<file path="config.mk">
export PLATFORM = sky130hd
export DESIGN_NAME = tf32div_seq
export DESIGN_NICKNAME = d
export VERILOG_FILES = /design/src/rtl/tf32div_seq.sv
export SDC_FILE = /design/constraint.sdc
export NUM_CORES = 1
export LEC_CHECK = 0
export CAP_MARGIN = 10
export CORE_MARGIN = 5
export CORE_UTILIZATION = 30
export CTS_BUF_LIST = sky130_fd_sc_hd__clkbuf_2 sky130_fd_sc_hd__clkbuf_4 sky130_fd_sc_hd__clkbuf_8
export CTS_CLUSTER_DIAMETER = 100
export DETAILED_ROUTE_END_ITERATION = 10
export GPL_TIMING_DRIVEN = 0
export PLACE_DENSITY = 0.62
export SYNTH_ARGS = -nofsm -noshare
export SYNTH_HDL_FRONTEND = slang
export SYNTH_SLANG_ARGS = --single-unit
</file>
<file path="constraint.sdc">
create_clock -name clk -period 6.6 [get_ports clk]
set_clock_uncertainty 0.2 [all_clocks]
set_input_delay 1.32 -clock clk [delete_from_list [all_inputs] [get_ports clk]]
set_output_delay 1.32 -clock clk [all_outputs]
set_load 0.005 [all_outputs]
</file>
<file path="src/rtl/tf32div_seq.sv">
`default_nettype none
// ============================================================================
// Module   : tf32div_seq
// Purpose  : Sequential TF32 divider. Takes FP32-encoded operands, uses only
//            the sign, the exponent and the top MANT_BITS fraction bits, and
//            produces an FP32-encoded truncated quotient. Restoring radix-2
//            division, one quotient bit per cycle, behind valid/ready.
// Revision : 1.0 - initial release
// ============================================================================
module tf32div_seq #(
    parameter int MANT_BITS = 10
) (
    input  logic        clk,
    input  logic        rst,
    input  logic        in_valid,
    output logic        in_ready,
    input  logic [31:0] a,
    input  logic [31:0] b,
    output logic        out_valid,
    input  logic        out_ready,
    output logic [31:0] p,
    output logic        div_by_zero,
    output logic        invalid
);

    localparam int c_n     = MANT_BITS + 1;
    localparam int c_pad   = 23 - MANT_BITS;
    localparam int c_cnt_w = $clog2(c_n + 1);
    localparam logic [c_cnt_w-1:0] c_last = c_cnt_w'(c_n - 1);

    localparam logic [1:0] c_st_idle = 2'd0;
    localparam logic [1:0] c_st_div  = 2'd1;
    localparam logic [1:0] c_st_done = 2'd2;

    logic [1:0]         r_state;
    logic [1:0]         w_state_next;
    logic [c_n-1:0]     r_mb;
    logic [c_n-1:0]     r_q;
    logic [c_n:0]       r_rem;
    logic [c_cnt_w-1:0] r_count;
    logic [9:0]         r_exp;
    logic               r_sign;
    logic [31:0]        r_p;
    logic               r_dbz;
    logic               r_inv;
    logic               r_out_valid;

    // Operand decode; exp==0 flushes to zero whatever the fraction holds
    logic [7:0]           w_ea, w_eb;
    logic [MANT_BITS-1:0] w_fa, w_fb;
    logic                 w_a_zero, w_b_zero, w_a_max, w_b_max;
    logic                 w_a_nan, w_b_nan, w_a_inf, w_b_inf, w_a_fin_nz;
    logic                 w_sp_nan, w_sp_inf, w_sp_zero, w_sp_dbz, w_special;
    logic                 w_sign, w_adj, w_accept;
    logic [c_n-1:0]       w_ma, w_mb;
    logic [c_n:0]         w_rem_init;
    logic [9:0]           w_exp_init;
    logic [31:0]          w_sp_p;

    assign w_ea       = a[30:23];
    assign w_eb       = b[30:23];
    assign w_fa       = a[22 -: MANT_BITS];
    assign w_fb       = b[22 -: MANT_BITS];
    assign w_a_zero   = (w_ea == 8'h00);
    assign w_b_zero   = (w_eb == 8'h00);
    assign w_a_max    = (w_ea == 8'hFF);
    assign w_b_max    = (w_eb == 8'hFF);
    assign w_a_nan    = w_a_max & (|w_fa);
    assign w_b_nan    = w_b_max & (|w_fb);
    assign w_a_inf    = w_a_max & ~(|w_fa);
    assign w_b_inf    = w_b_max & ~(|w_fb);
    assign w_a_fin_nz = ~w_a_zero & ~w_a_max;
    assign w_sign     = a[31] ^ b[31];

    // Special classes in priority order NaN > inf > zero
    assign w_sp_nan  = w_a_nan | w_b_nan | (w_a_zero & w_b_zero) | (w_a_inf & w_b_inf);
    assign w_sp_inf  = ~w_sp_nan & (w_a_inf | (w_a_fin_nz & w_b_zero));
    assign w_sp_dbz  = ~w_sp_nan & w_a_fin_nz & w_b_zero;
    assign w_sp_zero = ~w_sp_nan & ~w_sp_inf & (w_a_zero | w_b_inf);
    assign w_special = w_sp_nan | w_sp_inf | w_sp_zero;
    assign w_sp_p    = w_sp_nan ? {w_sign, 8'hFF, 23'h400000} :
                       w_sp_inf ? {w_sign, 8'hFF, 23'h000000} :
                                  {w_sign, 31'd0};

    // Pre-alignment keeps the quotient MSB at 1, the exponent absorbs the shift
    assign w_ma       = {1'b1, w_fa};
    assign w_mb       = {1'b1, w_fb};
    assign w_adj      = (w_ma < w_mb);
    assign w_rem_init = w_adj ? {w_ma, 1'b0} : {1'b0, w_ma};
    assign w_exp_init = {2'b00, w_ea} - {2'b00, w_eb} + 10'd127 - {9'd0, w_adj};
    assign w_accept   = in_valid & (r_state == c_st_idle);

    // One restoring step per cycle; remainder stays below 2*mB so c_n+1 bits suffice
    logic               w_ge, w_last, w_uf, w_of;
    logic [c_n:0]       w_rem_kept;
    logic [c_n:0]       w_rem_next;
    logic [c_n-1:0]     w_q_next;
    logic [22:0]        w_frac;
    logic [31:0]        w_div_p;

    assign w_ge       = (r_rem >= {1'b0, r_mb});
    assign w_rem_kept = w_ge ? (r_rem - {1'b0, r_mb}) : r_rem;
    assign w_rem_next = {w_rem_kept[c_n-1:0], 1'b0};
    assign w_q_next   = {r_q[c_n-2:0], w_ge};
    assign w_last     = (r_count == c_last);
    assign w_frac     = {w_q_next[c_n-2:0], {c_pad{1'b0}}};
    assign w_uf       = ($signed(r_exp) <= 10'sd0);
    assign w_of       = ($signed(r_exp) >= 10'sd255);
    assign w_div_p    = w_uf ? {r_sign, 31'd0} :
                        w_of ? {r_sign, 8'hFF, 23'd0} :
                               {r_sign, r_exp[7:0], w_frac};

    // Bits that carry no information: ignored fraction LSBs and the always-one quotient MSB
    logic w_unused_bits;
    assign w_unused_bits = ^{a[22-MANT_BITS:0], b[22-MANT_BITS:0], r_q[c_n-1], w_rem_kept[c_n]};

    // State register
    always_ff @(posedge clk or posedge rst) begin
        if (rst) r_state <= c_st_idle;
        else     r_state <= w_state_next;
    end

    // Next-state selection
    always_comb begin
        w_state_next = r_state;
        case (r_state)
            c_st_idle: if (w_accept) w_state_next = w_special ? c_st_done : c_st_div;
            c_st_div:  if (w_last)   w_state_next = c_st_done;
            c_st_done: if (out_ready) w_state_next = c_st_idle;
            default:   w_state_next = c_st_idle;
        endcase
    end

    // Datapath: capture at accept, iterate in DIV, hold result through DONE
    always_ff @(posedge clk or posedge rst) begin
        if (rst) begin
            r_mb        <= '0;
            r_q         <= '0;
            r_rem       <= '0;
            r_count     <= '0;
            r_exp       <= '0;
            r_sign      <= 1'b0;
            r_p         <= '0;
            r_dbz       <= 1'b0;
            r_inv       <= 1'b0;
            r_out_valid <= 1'b0;
        end else begin
            case (r_state)
                c_st_idle: begin
                    if (w_accept) begin
                        r_mb    <= w_mb;
                        r_rem   <= w_rem_init;
                        r_q     <= '0;
                        r_count <= '0;
                        r_exp   <= w_exp_init;
                        r_sign  <= w_sign;
                        r_dbz   <= w_sp_dbz;
                        r_inv   <= w_sp_nan;
                        if (w_special) begin
                            r_p         <= w_sp_p;
                            r_out_valid <= 1'b1;
                        end
                    end
                end
                c_st_div: begin
                    r_rem   <= w_rem_next;
                    r_q     <= w_q_next;
                    r_count <= r_count + c_cnt_w'(1);
                    if (w_last) begin
                        r_p         <= w_div_p;
                        r_out_valid <= 1'b1;
                    end
                end
                c_st_done: begin
                    if (out_ready) r_out_valid <= 1'b0;
                end
                default: r_out_valid <= 1'b0;
            endcase
        end
    end

    assign in_ready    = (r_state == c_st_idle);
    assign out_valid   = r_out_valid;
    assign p           = r_p;
    assign div_by_zero = r_dbz;
    assign invalid     = r_inv;

endmodule
`default_nettype wire
</file>
* After elaboration in Yosys (flattened, before gate mapping)
Index checks and enable logic that the tools add are counted.
** Storage, ports and cells
- Register bits after elaboration :: 84
- Output and inout port bits :: 36
- Input port bits :: 68
** Cells by class
- Reduce and logical (&&, ||, !) cells :: 11
- Bitwise logic cells :: 28
- Equal/unequal tests :: 9
- Magnitude comparators :: 4
- Add/subtract/negate cells :: 5
- Multiplexer cells :: 26
** Operator list (count)
- 31-bit 2-to-1 mux :: 4
- 32-bit 2-to-1 mux :: 3
- 32-bit one-hot mux with 2 select lines :: 1
- 12-bit 2-to-1 mux :: 2
- 12-bit one-hot mux with 2 select lines :: 1
- 10-bit OR reduction :: 2
- 9-bit one-hot mux with 2 select lines :: 1
- 8-bit == test, second input constant :: 2
- 8-bit zero test :: 2
- 1-bit AND :: 14
- 12-bit by 11-bit greater-or-equal comparator with 1-bit output :: 1
- 11-bit less-than comparator :: 1
- 11-bit 2-to-1 mux :: 1
- 11-bit subtractor :: 1
- 9-bit by 8-bit adder with 10-bit output, second input constant :: 1
- 10-bit by 9-bit greater-or-equal comparator with 1-bit output, second input constant :: 1
- 10-bit by 1-bit less-or-equal comparator with 1-bit output, second input constant :: 1
- 10-bit by 1-bit subtractor with 10-bit output :: 1
- 9-bit 2-to-1 mux :: 1
- 8-bit by 8-bit subtractor with 9-bit output :: 1
- 2-bit 2-to-1 mux :: 4
- 4-bit one-hot mux with 2 select lines :: 1
- 4-bit AND reduction :: 2
- 1-bit OR :: 7
- other kinds (16) :: 27

* Logic depth before layout (Yosys ltp)
- Depth in word-level cells :: 14
- Mapped depth :: 16
- Mapped depth without buffers :: 15

* Worst setup path before layout
OpenSTA, ideal clock, no wires.
- Path kind :: input port to flip-flop
- Start point :: input b[15]
- End point :: register r_exp[9]
- Path buffers :: 1
- Arrival :: 3.972 ns
- Library setup time :: 0.110 ns
- Stages on the path :: 16
- Setup slack :: 2.318 ns
- Path through :: inv_1 ha_1 a21oi_1 o21ai_0 a21oi_1 o21ai_1 buf_2 ha_1 ha_1 fa_1 a21o_1 a21oi_1 o21bai_1 a21oi_1 nor2b_1 o41ai_1
** Between the ends
- Cells in the longest elaborated chain, start to end :: 2
** Ends and longest elaborated chain
- start, declared :: RTL line 18 : input logic [31:0] b,
- 11-bit less-than comparator :: RTL line 88 : assign w_adj = (w_ma < w_mb);
- 10-bit by 1-bit subtractor with 10-bit output :: RTL line 90 : assign w_exp_init = {2'b00, w_ea} - {2'b00, w_eb} + 10'd127 - {9'd0, w_adj};
- end signal, assigned :: RTL line 155 : r_exp <= w_exp_init;
- end, declared :: RTL line 41 : logic [9:0] r_exp;
Every way passes these cells.
A chain may end at the register's enable or synchronous reset.

* Worst setup path after layout
Ends and elaborated chain as after synthesis.

==> results.yml <==
clocking:
  clk_pin_slew_ps: 80
  cts_setup_buffers: 0
  clk_latency_ps: 360
  cts_hold_buf: 0
  cts_resized: 0
  clock-sinks: 71
  htree_levels: 3
  clockRootBuffer: "clkbuf_8"
  numCtsBuffers: 9
  cts_tree: "done"
  clock_path_buffers: 2
route:
  via_count: 4285
  vias_per_cell: 4.86
  detail-route-antenna-nets: 0
  drt_iter0_drc: 276
  finalWirelength_um: 12800
  drcViolationCount: 0
  dr.pass1.iters: 6
  wl_per_cell_um: 14.5
cells_and_area:
  area_delta_synth_final_pct: 24.5
  antenna_cells: 0
  layout_common_cells: "nand2_1 (87), dfrtp_1 (71), clkdlybuf4s50_1 (64)"
  multiInputGateArea_um2: 2810
  fillers: 1685
  final_layout_size_suffix_gt1_share_pct: 8.87
  final_common_cell: "nand2_1"
  layout.nets: 769
  seq_area_um2: 1780
timing:
  period_needed_ps: 4830
  setup_ws_ps: 1770
  setup_tns_ps: 0
  tightest_slew_ps: 691
  setup_violations: 0
  finalCritPeriodShare_pct: 73.2
  fmax_mhz: 207
  maxSlewHeadroom_pct: 53.5
  slew_violations: 0
  holdWs_ps: 266
  rsz0062_at_grt: "false"
  finalHoldViolCount: 0
global_routing:
  grt_pass1_vias: 4194
  antenna_found_initial: 0
  grt-ovfl-total: 0
  grt_max_degree: 72
  grt_usage_pct: 13.7
  grt_pass1_wl_um: 21700
critical_path:
  path_delay_family: "compound AO/OA/AOI/OAI gates"
  path_class: "primary input to register"
  worstPathBufferInverterCount: 3
  crit_slowest_cell: "clkdlybuf4s50_1"
  cp-end-kind: "register"
  cp_common_cell: "a21oi_1"
  start_kind: "primary input"
  slowest_delay_ps: 490
  crit_chain: "clkdlybuf4s50_1, inv_1, ha_1, a21oi_1, o21ai_0, a21oi_1, o21ai_1, buf_2, ha_1, ha_1, fa_1, a21o_1, a21oi_1, o21bai_1, a21oi_1, nor2b_1, o41ai_1"
  r2r_slack_ps: 3860
  crit_path_max_fanout: 10
  arrival_ps: 4890
  required_ps: 6650
logic_synthesis:
  synth_cell_type_count: 64
  syn_avg_cell_area_um2: 8.61
  synth_edf_count: 0
  synth_ff_type: "dfrtp_1"
  syn_area_um2: 4920
  synth-seq-cells: 71
  synth_cells: 572
  ys_warn_count: 0
  ys_seq_area_share_pct: 36.1
  synthArstFlopShare_pct: 100
power_and_ir_drop:
  leakage_nw: 2.83
  p_per_area_nw_per_um2: 459
  ir_worst_vdd_uv: 141
place:
  place.port_buffers: 64
  gp_congestion: 0.837
  place_ws_ps: 1300
  dp.final_hpwl_um: 9820
floorplan:
  die_area_um2: 19100
  fp.dieH_um: 138
  core-area_um2: 16000
  io_pins: 104
  die_w_um: 138
  initial_core_util_pct: 30.8
  fp-row-count: 46
hold_path:
  holdCritPathClass: "register to register"
outcome:
  status: "complete, no violations"
job:
  maxCapViolations: 0
-- registers in the layout, summed over array words and instances, names as in the netlist --
name and count:
r_mb 11, r_exp 10, out_valid 1, invalid 1
r_sign 1, div_by_zero 1, p 19, r_q 9
r_rem 12, r_count 4, r_state 2
-- cell type report --
class	instances	area share [%]
Clock buffer	11	2.27
Multi-Input combinational cell	432	45.9
Buffer	38	3.55
Tap cell	216	4.41
Inverter	43	2.67
Sequential cell	71	29.0
Clock inverter	5	1.35
Timing Repair Buffer	65	10.9
-- where the power goes --
part | total, mW | switching (mW) | internal (mW)
sequential | 0.766 | 0.132 | 0.634
clock | 0.392 | 0.170 | 0.222
combinational | 1.66 | 0.913 | 0.746
-- layer usage --
metal	track usage (%)	up-vias	part of all wire (%)
met5	0	-	0
met4	4.21	0	1.8
met3	2.90	15	5.1
met2	21.3	103	44
met1	19.2	2005	49
li1	-	2162	-
-- tightest hold or removal path, stage by stage (launching register included) --
cell     delay [ps]
dfrtp_1         350
nand2_1          50
nand2_1          40
-- final timing paths --
| check | from | to | cells after the start |
|---|---|---|---|
| min in group asynchronous | rst | p[19] | 3 |
| min | p[14] | p[14] | 2 |
| max in group asynchronous | rst | r_rem[6] | 3 |
| max | b[15] | r_exp[9] | 17 |
| max reg2reg | r_mb[0] | r_rem[3] | 9 |
| min reg2reg | p[14] | p[14] | 2 |
-- cell families after synthesis --
family | share of synthesized area [%]
multiplexers | 4.09
AND/OR/NAND/NOR | 19.6
XOR/XNOR | 3.56
buffers and inverters | 7.70
other | 0.0762
adder cells (fa/ha/maj) | 10.9
flip-flops | 36.1
AO/OA/AOI/OAI | 18.0
-- Yosys cell counts, drive strengths merged, types with 9 or more instances --
master	n	area (um2)
a21oi	30	161
a221oi	9	91.3
buf	23	161
clkbuf	15	56.3
dfrtp	71	1780
ha	38	475
inv	43	161
mux2i	16	160
nand2	87	327
nand3	22	110
nor2	36	135
nor3	17	85.1
nor4	10	62.6
o21ai	48	251
xnor2	10	87.6
xor2	10	87.6
-- metrics by stage --
stage / area [um2] / utilization (%) / std cells / power (mW)
final: 6130 / 38.3 / 881 / 2.82
after detailed placement: 5910 / 36.9 / 865 / 2.43
after CTS: 6130 / 38.3 / 881 / 2.84
after global placement: 5880 / 36.7 / 864 / 2.41
after floorplan: 4970 / - / 584 / 1.96
after global routing: 6130 / 38.3 / 881 / 3.09
Power figures use the tool's default switching activity.
==> patch, RTL diff (config.mk and constraints unchanged) <==
Reset style: synchronous (`rst`), changed in 2 clocked blocks.
--- a/src/rtl/tf32div_seq.sv
+++ b/src/rtl/tf32div_seq.sv
@@ -117,3 +117,3 @@
     // State register
-    always_ff @(posedge clk or posedge rst) begin
+    always_ff @(posedge clk) begin
         if (rst) r_state <= c_st_idle;
@@ -134,3 +134,3 @@
     // Datapath: capture at accept, iterate in DIV, hold result through DONE
-    always_ff @(posedge clk or posedge rst) begin
+    always_ff @(posedge clk) begin
         if (rst) begin
Behaviour: differs if rst is asserted again (counterexample within 4 cycles, from zero or initial values and one cycle with rst high); with rst held inactive, the same outputs for 10 cycles.
==> patch against the unedited design <==
  * Highest routed layer unchanged
  * Register-to-register slack barely moved
  * Critical path depth unchanged
  * Worst setup slack improved by 0.10 ns
  * Final area fell by 4.1%
  * Area after synthesis fell by 3.7%
  * Via count rose by 1.2%
  * Sequential cell count did not move
  * Critical path type unchanged
  * Routed wire length decreased by 1.9%
Power is not compared: it rests on default switching activity, and its combinational part moved more than twofold at a synthesized area within 25%.
==> patch: results (changes against the unedited design) <==
- Run status: completed
* Vias in the first global route: 4223 (+0.69%)
- The TritonCTS buffer count is 9 (unchanged).
- The HPWL reported at the end of detailed placement came to 10.0 mm (+1.8%).
* Bufs on Longest Clock Path: 2 (unchanged)
- The count of cells along the worst hold path is 2 (unchanged).
* Yosys warnings: 0 (unchanged)
- The endpoint identified for the worst register-to-register timing path is r_rem[6]$_SDFFE_PP0P_.
* Synth cell types: 63 (-1.6%)
* Synth top area cells: dfxtp_1 30%, ha_1 10%, a21oi_1 5.7%, nor2_1 5.1%, nand2_1 3.6%
- The number of fill cells in the layout came to 1676 (-0.53%).
- Top post-synthesis cells by count: 71 x dfxtp_1, 64 x nor2_1, 54 x a21oi_1, 46 x nand2_1, 45 x inv_1
- Initial antenna violation count: 0 (unchanged)
* Fraction of synthesis flops using an asynchronous set or reset pin: 0 (-1.00)
* Share of layout cells above drive strength 1: 0.0891 (+0.000329)
* Post-place instance area: 5700 sq um (-3.6%)
* Area taken by multi-input logic gates: 2970 sq um (+5.7%)
- Met3 Track Usage GR: 0.0204 (-0.00853)
- The max-slew violation total from the final report came to 0 (unchanged).
- Ratio of routed vias to standard cells: 4.81 (-1.0%)
* R2r setup slk: 3.86 ns (about the same)
- Among all flip-flop cells after synthesis, the most frequent one is dfxtp_1.
* Endpoint of the worst hold path: r_mb[6]$_SDFFE_PP0P_
- Worst reg2reg startpoint: r_rem[0]$_SDFFE_PP0P_
* Hold path start: r_mb[6]$_SDFFE_PP0P_
- Number of diodes: 0 (unchanged)
- The number of detailed-route iterations in the first pass is 4 (-2).
- Peak ir drop on the vdd network: 0.0947 mV
* Clock edge transition at the registers on the reported setup and hold paths: 0.08 ns (about the same)
- The post-cts sizing count is 0 (unchanged).
* Transition at the pin with the smallest max-transition slack: 0.751 ns (+0.0603 ns)
- Sequential area share after synthesis: 0.300 (-0.0611)
* Number of setup buffers added after CTS: 0 (unchanged)
* Reg2Reg Depth: 9 (unchanged)
* Met2 demand-to-capacity share in global routing: 0.226 (+0.0132)
- Maximum fanout along the worst path: 10 (unchanged)
- Port buffer count: 64 (unchanged)
- Number of nets in the final layout: 789 (+2.6%)
- Routed length per placed instance: 13.9 microns (-4.1%)
* Type of the worst min-delay path: flip-flop to flip-flop
- Total routing usage reported by global routing: 0.137 (+0.000334)
- The number of flip-flops under the largest register name was 19 (unchanged).
- Skew-Pair Late Insertion Delay: 0.35 ns
- The met1 demand-to-capacity share in global routing came to 0.187 (-0.00453).
* Post-placement worst setup slack: 1.50 ns (+0.191 ns)
- For this design the static power due to leakage is 0.00230 uW.
- The final setup TNS is 0 ns (unchanged).
- Clock Tree Root: clkbuf_8
- Weighted congestion reported at the end of routability-driven placement: 0.834 (-0.35%)
* DRC violation total after the first TritonRoute iteration: 225 (-18%)
* Global-route wire length before repair: 20.5 mm (-5.4%)
- H-tree depth: 3 (unchanged)
* Arrival time of data at the critical path endpoint: 4.77 ns (-0.12 ns)
- Largest net degree at the start of global routing: 16 (-78%)
-- patch: cell count changes in the layout (fill, tap and decap cells not counted), moves of 7 or more --
cell and delta:
a21oi_1 +27, o21ai_0 -28, nand2b_1 +8, mux2_2 +8, dfrtp_1 -71, o21bai_1 +8, nand3_1 -7, a211oi_1 +15
nand2_1 -41, dfxtp_1 +71, a22oi_1 +10, nor2_1 +28
-- patch: kinds of logic after synthesis --
group,share of synthesized area
adders and majority gates,0.113
other,0.000791
and+or+nand+nor,0.213
xor gates and xnor gates,0.0314
AOI/OAI and AO/OA,0.215
buffers and inverters,0.0824
DFF,0.300
muxes,0.0446
-- patch: critical path, stage by stage --
cell,delay [ns]
clkdlybuf4s50_1,0.50
inv_1,0.05
ha_1,0.29
a21oi_1,0.15
o21ai_0,0.12
a21oi_1,0.20
o21ai_1,0.14
buf_2,0.24
ha_1,0.21
ha_1,0.20
fa_1,0.40
a21o_1,0.17
a21oi_1,0.23
o21bai_1,0.10
a21oi_1,0.24
or4_1,0.15
nand3_1,0.06
-- patch: area by class of cell --
cell class                      instances  share of cell area
Multi-Input combinational cell        449               0.506
Sequential cell                        71               0.242
Timing Repair Buffer                   64               0.109
Tap cell                              216              0.0460
Buffer                                 40              0.0377
Inverter                               45              0.0287
Clock buffer                            9              0.0211
Clock inverter                          7              0.0102
-- patch: per-stage QoR --
stage          hold WS, ns  std cells
6_report             0.263        901
3_3_place_gp         0.245        885
5_1_grt              0.277        901
2_1_floorplan        0.236        605
3_5_place_dp         0.251        885
4_1_cts              0.262        901
-- patch: worst max-delay path by stage --
stage | from | to | slack, ns | depth (start not counted)
6_report | b[15] | r_exp[7]$_SDFFE_PP0P_ | 1.87 | 17
5_1_grt | b[15] | r_exp[9]$_SDFFE_PP0P_ | 1.51 | 17
4_1_cts | b[15] | r_exp[7]$_SDFFE_PP0P_ | 1.86 | 17
3_5_place_dp | b[15] | r_exp[7]$_SDFFE_PP0P_ | 1.50 | 17
3_3_place_gp | a[15] | r_exp[7]$_SDFFE_PP0P_ | 1.54 | 16
2_1_floorplan | b[15] | r_exp[7]$_SDFFE_PP0P_ | 2.43 | 16
-- patch: power by group --
group / total, uW / leakage, uW / internal, uW / switching [uW]
combinational: 652 / 0.00164 / 299 / 353
sequential: 507 / 0.000580 / 472 / 35.2
clock: 331 / 0.0000848 / 143 / 188
-- patch: per-layer routing --
metal | wire length, microns | up-vias
li1 | - | 2257
met1 | 6050 | 1970
met2 | 5710 | 102
met3 | 623 | 9
met4 | 136 | 0
met5 | 0 | -
